File: config.mk
export PLATFORM = sky130hd
export DESIGN_NAME = if_fetch_unit
export DESIGN_NICKNAME = d
export VERILOG_FILES = /design/src/rtl/if_fetch_unit.sv
export SDC_FILE = /design/constraint.sdc
export NUM_CORES = 1
export LEC_CHECK = 0
export ABC_CLOCK_PERIOD_IN_PS = 1700
export CAP_MARGIN = 20
export CORE_UTILIZATION = 25
export DETAILED_ROUTE_END_ITERATION = 16
export DONT_BUFFER_PORTS = 1
export PLACE_DENSITY_LB_ADDON = 0.3
export SETUP_SLACK_MARGIN = 0.4
export SYNTH_ARGS = -nofsm -noshare
export SYNTH_HDL_FRONTEND = slang
export SYNTH_SLANG_ARGS = --single-unit
File: constraint.sdc
create_clock -name clk -period 1.7 [get_ports clk]
set_input_delay 0.255 -clock clk [delete_from_list [all_inputs] [get_ports clk]]
set_output_delay 0.255 -clock clk [all_outputs]
set_load 0.01 [all_outputs]
File: src/rtl/if_fetch_unit.sv
// Instruction fetch stage: owns the PC, issues one instruction-memory read at a time
// and registers the returned word into the IF/ID pipeline register.
module if_fetch_unit #(
  parameter logic [31:0] RESET_PC = 32'h0000_0000,
  parameter logic [31:0] NOP_INST = 32'h0000_0013
) (
  input  logic        clk,
  input  logic        rst_n,
  output logic        im_req,
  output logic [31:0] im_addr,
  input  logic        im_gnt,
  input  logic        im_rvalid,
  input  logic [31:0] im_rdata,
  input  logic        id_stall,
  input  logic        ex_redirect,
  input  logic [31:0] ex_target,
  output logic [31:0] ID_inst,
  output logic [31:0] ID_pc,
  output logic        ID_valid,
  output logic [1:0]  fetch_state
);

  // Handshake: a request transfers when im_req && im_gnt; exactly one im_rvalid
  // follows each transfer, no earlier than the next cycle.
  typedef enum logic [1:0] {
    S_REQ  = 2'd0,
    S_WAIT = 2'd1,
    S_HOLD = 2'd2
  } state_t;

  state_t      state, state_n;
  logic [31:0] pc, pc_n;
  logic        kill, kill_n;
  logic [31:0] buf_inst, buf_inst_n;
  logic [31:0] buf_pc, buf_pc_n;
  logic [31:0] id_inst_q, id_inst_n;
  logic [31:0] id_pc_q, id_pc_n;
  logic        id_valid_q, id_valid_n;
  logic        id_free;

  assign id_free     = !id_valid_q || !id_stall;
  assign im_req      = (state == S_REQ);
  assign im_addr     = pc;
  assign ID_inst     = id_inst_q;
  assign ID_pc       = id_pc_q;
  assign ID_valid    = id_valid_q;
  assign fetch_state = state;

  always_ff @(posedge clk or negedge rst_n) begin
    if (!rst_n) begin
      state      <= S_REQ;
      pc         <= RESET_PC;
      kill       <= 1'b0;
      buf_inst   <= 32'h0;
      buf_pc     <= 32'h0;
      id_inst_q  <= NOP_INST;
      id_pc_q    <= 32'h0;
      id_valid_q <= 1'b0;
    end else begin
      state      <= state_n;
      pc         <= pc_n;
      kill       <= kill_n;
      buf_inst   <= buf_inst_n;
      buf_pc     <= buf_pc_n;
      id_inst_q  <= id_inst_n;
      id_pc_q    <= id_pc_n;
      id_valid_q <= id_valid_n;
    end
  end

  always_comb begin
    state_n    = state;
    pc_n       = pc;
    kill_n     = kill;
    buf_inst_n = buf_inst;
    buf_pc_n   = buf_pc;
    id_inst_n  = id_inst_q;
    id_pc_n    = id_pc_q;
    id_valid_n = id_valid_q;

    // Consumed by ID; a load below overrides this
    if (id_valid_q && !id_stall) begin
      id_valid_n = 1'b0;
      id_inst_n  = NOP_INST;
    end

    if (ex_redirect) begin
      id_valid_n = 1'b0;
      id_inst_n  = NOP_INST;
      pc_n       = ex_target & 32'hFFFF_FFFC;
      kill_n     = 1'b0;
      unique case (state)
        S_REQ: begin
          if (im_gnt) begin
            state_n = S_WAIT;
            kill_n  = 1'b1;
          end
        end
        S_WAIT: begin
          // A response still in flight belongs to the old path
          if (im_rvalid) state_n = S_REQ;
          else           kill_n  = 1'b1;
        end
        default: state_n = S_REQ;
      endcase
    end else begin
      unique case (state)
        S_REQ: begin
          if (im_gnt) state_n = S_WAIT;
        end
        S_WAIT: begin
          if (im_rvalid) begin
            if (kill) begin
              kill_n  = 1'b0;
              state_n = S_REQ;
            end else if (id_free) begin
              id_inst_n  = im_rdata;
              id_pc_n    = pc;
              id_valid_n = 1'b1;
              pc_n       = pc + 32'd4;
              state_n    = S_REQ;
            end else begin
              buf_inst_n = im_rdata;
              buf_pc_n   = pc;
              state_n    = S_HOLD;
            end
          end
        end
        default: begin
          if (id_free) begin
            id_inst_n  = buf_inst;
            id_pc_n    = buf_pc;
            id_valid_n = 1'b1;
            pc_n       = pc + 32'd4;
            state_n    = S_REQ;
          end
        end
      endcase
    end
  end

endmodule

==> run_results.csv <==
group,metric,value,unit
logic_synthesis,async_flop_share,100,%
global_route,grt_pass1_wl,42700,µm
clock_tree,clockBufferDepth,2,
cells_and_area,multiInputGateArea,4920,µm²
worst_setup_path,slowest_stage,"or4_1",
power,ir_drop,724,µV
global_route,antenna_found_initial,0,
worst_setup_path,reg2reg_to,"im_addr[29]",
worst_setup_path,max_stage_delay,490,ps
routing,drtIter0Drc,294,
timing,fmax,537,MHz
cells_and_area,fill_cells,2708,
worst_setup_path,cp-start-kind,"register",
routing,wl_per_cell,22.5,µm
place,place.gp.congestion,0.755,
logic_synthesis,yosysSeqAreaShare,52.0,%
global_route,grt_pass1_vias,6984,
place,io_buffers,0,
worst_setup_path,worstSetupEndpointType,"register",
power,p_sw,0.00394,W
hold_path,hp-class,"input port to asynchronous set/reset pin",
worst_setup_path,path_class,"register to register",
logic_synthesis,synth_edf_count,0,
logic_synthesis,avgSynthCellArea,11.0,µm²
power,swShare,32.1,%
clock_tree,cts_buffers,17,
routing,vias,6553,
logic_synthesis,synth_seq_cells,158,
power,internal-power,0.00832,W
routing,drcViolationCount,0,
timing,slew-limit-headroom,61.8,%
routing,drtPass1Iterations,4,
die,fp-row-count,63,
worst_setup_path,reg2reg_slack,-160,ps
global_route,grt_usage,18.3,%
logic_synthesis,yosysUniqueCellTypes,55,
clock_tree,clk-insertion-delay-late,440,ps
timing,setup_viol,145,
clock_tree,cts_htree_levels,4,
timing,fin_skew,19.1,ps
worst_setup_path,crit_chain,"and3b_2 -> o2111ai_2 -> buf_12 -> or4_1 -> a31oi_1",
power,p_leak,5.18,nW
die,die_y,176,µm
timing,finalHoldViolations,168,
clock_tree,cts_root_buf,"clkbuf_16",
worst_setup_path,cp_data_arrival_time,2210,ps
place,dp_hpwl,15100,µm
logic_synthesis,ys.flop_type,"dfrtp_1",
global_route,grt_overflow,0,
routing,drt_wl_total,28900,µm
power,p_total,0.0123,W
power,seq_power_share,42.9,%
clock_tree,cts_hold_buf,54,
power,p_per_area,950,nW/µm²
logic_synthesis,synth_area,7600,µm²
cells_and_area,final_core_util,43.3,%
cells_and_area,seqCellArea,3990,µm²
timing,setup_ws,-161,ps
die,start_util,25.5,%
global_route,grt_max_degree,159,
worst_setup_path,cp_max_fo,16,
timing,rsz0062_at_grt,"true",
clock_tree,cts_tree,"yes",
power,p_clk_share,32.2,%
worst_setup_path,critical_path_required,2050,ps
timing,tightestPinTransition,573,ps
routing,viasPerCell,5.08,
cells_and_area,drive_above_1_share,54.1,%
run_status,violations,"negative hold slack, negative setup slack",
power,combPwrFrac,24.9,%
run_status,status,"finished, violations left",
timing,final.period_utilization,109,%
timing,drv_slew,0,
cells_and_area,num_antenna_cells,0,
routing,final_antenna_net_count,0,
clock_tree,cts.sinks,158,
timing,final.min_clock_period,1860,ps
die,fp.dieArea,31100,µm²
worst_setup_path,r2r-start,"kill",
cells_and_area,nNetsFinal,957,
flow_run,drv_cap,0,
die,die_x,176,µm
logic_synthesis,postSynthCellCount,693,
cells_and_area,area_growth,69.7,%
die,fp.coreArea,29800,µm²
clock_tree,path_clk_slew,70,ps
logic_synthesis,yosys_warnings,0,
timing,fin_hold_ws,-490,ps
die,num_io_pins,170,
worst_setup_path,r2r_cells,5,
-- cell type report --
class | count | share of cell area (%)
clock buffers | 19 | 3.43
clock inverters | 13 | 1.08
inverters | 7 | 0.223
multi-input cells | 474 | 38.1
flip-flops and latches | 158 | 30.9
well taps | 390 | 3.78
repair buffers | 228 | 22.5
-- cell usage in the layout (no fill, tap or decap), types with 23 or more instances in the layout --
| cell | n |
|---|---|
| dfrtp_2 | 23 |
| dlygate4sd3_1 | 54 |
| nor2_1 | 41 |
| dfrtp_1 | 132 |
| buf_4 | 49 |
| mux2_4 | 62 |
| nor2_4 | 29 |
| a21oi_2 | 49 |
| buf_12 | 27 |
| buf_6 | 69 |
| mux2i_1 | 63 |
-- state kept, by name (all words and copies together) (netlist names) --
name	cells
fetch_state	2
im_addr	30
buf_inst	32
ID_pc	30
ID_valid	1
buf_pc	30
kill	1
ID_inst	32
-- kinds of logic (layout without fill, tap and decap cells) --
kind of cell             count (synthesis)  in the layout  share of synthesized area [%]
multiplexers                           125            125                           17.5
flip-flops                             158            158                           52.0
buffers and inverters                   65            267                           3.83
other                                    1              4                         0.0493
XOR/XNOR                                 5              5                          0.576
AO/OA/AOI/OAI                          163            163                           14.2
AND/OR/NAND/NOR                        175            176                           11.6
adder cells (fa/ha/maj)                  1              1                          0.165
-- worst max path at each step --
stage	from	to	slack, ps	cells after the start
floorplan	im_addr[17]	im_addr[27]	-70	5
global placement	kill	im_addr[18]	-100	6
detailed placement	kill	im_addr[18]	-130	6
CTS	kill	im_addr[29]	-130	5
global route	kill	buf_inst[22]	-220	6
finish	kill	im_addr[29]	-160	5
-- Yosys cell counts (4+ instances only) --
master,n,area [µm²]
inv_1,7,26.3
a2111oi_0,29,254
and3_1,5,31.3
nand2_1,22,82.6
a21oi_1,63,315
or2_2,4,25.0
o21ai_0,13,65.1
nor2_1,81,304
buf_4,5,37.5
dfrtp_1,155,3880
o311ai_0,9,78.8
and2_1,4,25.0
buf_2,23,115
nand4_1,11,68.8
mux2_2,62,698
nand3_1,12,60.1
clkbuf_1,28,105
mux2i_1,63,631
o31ai_1,13,97.6
a31oi_1,17,106
or4_1,14,105
-- stage by stage --
step           std cells  hold slack (ps)  setup TNS (ps)  area (µm²)  setup WS, ps
2_1_floorplan        696            -40.6            -483        8260         -66.1
3_3_place_gp        1111            -35.5           -3770        9070          -101
3_5_place_dp        1111            -36.2           -4470        9070          -130
4_1_cts             1263             -510           -6150       12000          -129
5_1_grt             1289             -512          -21620       12900          -222
6_report            1289             -490          -10980       12900          -161
-- power by group through the flow --
stage          logic (W)  clock network (W)  registers, W
6_report         0.00305            0.00395       0.00526
5_1_grt          0.00328            0.00420       0.00535
4_1_cts          0.00257            0.00404       0.00517
3_5_place_dp     0.00176                  0       0.00515
3_3_place_gp     0.00173                  0       0.00514
2_1_floorplan    0.00120                  0       0.00511
-- layer usage --
metal,track usage (%),share of wire (%),vias to the layer above
met5,0,0,-
met4,6.00,2.0,0
met3,4.59,5.4,31
met2,28.9,48,155
met1,24.3,45,3392
li1,-,-,2975
-- worst max-delay path, delay by kind of cell (launching register included) --
kind / cells / cell delay, ps
AO/OA/AOI/OAI: 2 / 350
buffers and inverters: 1 / 190
flip-flops: 1 / 440
AND/OR/NAND/NOR: 2 / 800
-- timing repair --
item,CTS,global route
endpoints found under the hold margin,247,198
cloned,16,5
buffers inserted,50,21
pin swaps,63,36
endpoints found under the setup margin,172,183
gates resized for setup,248,116
No activity file was read; power rests on OpenSTA's default activity.
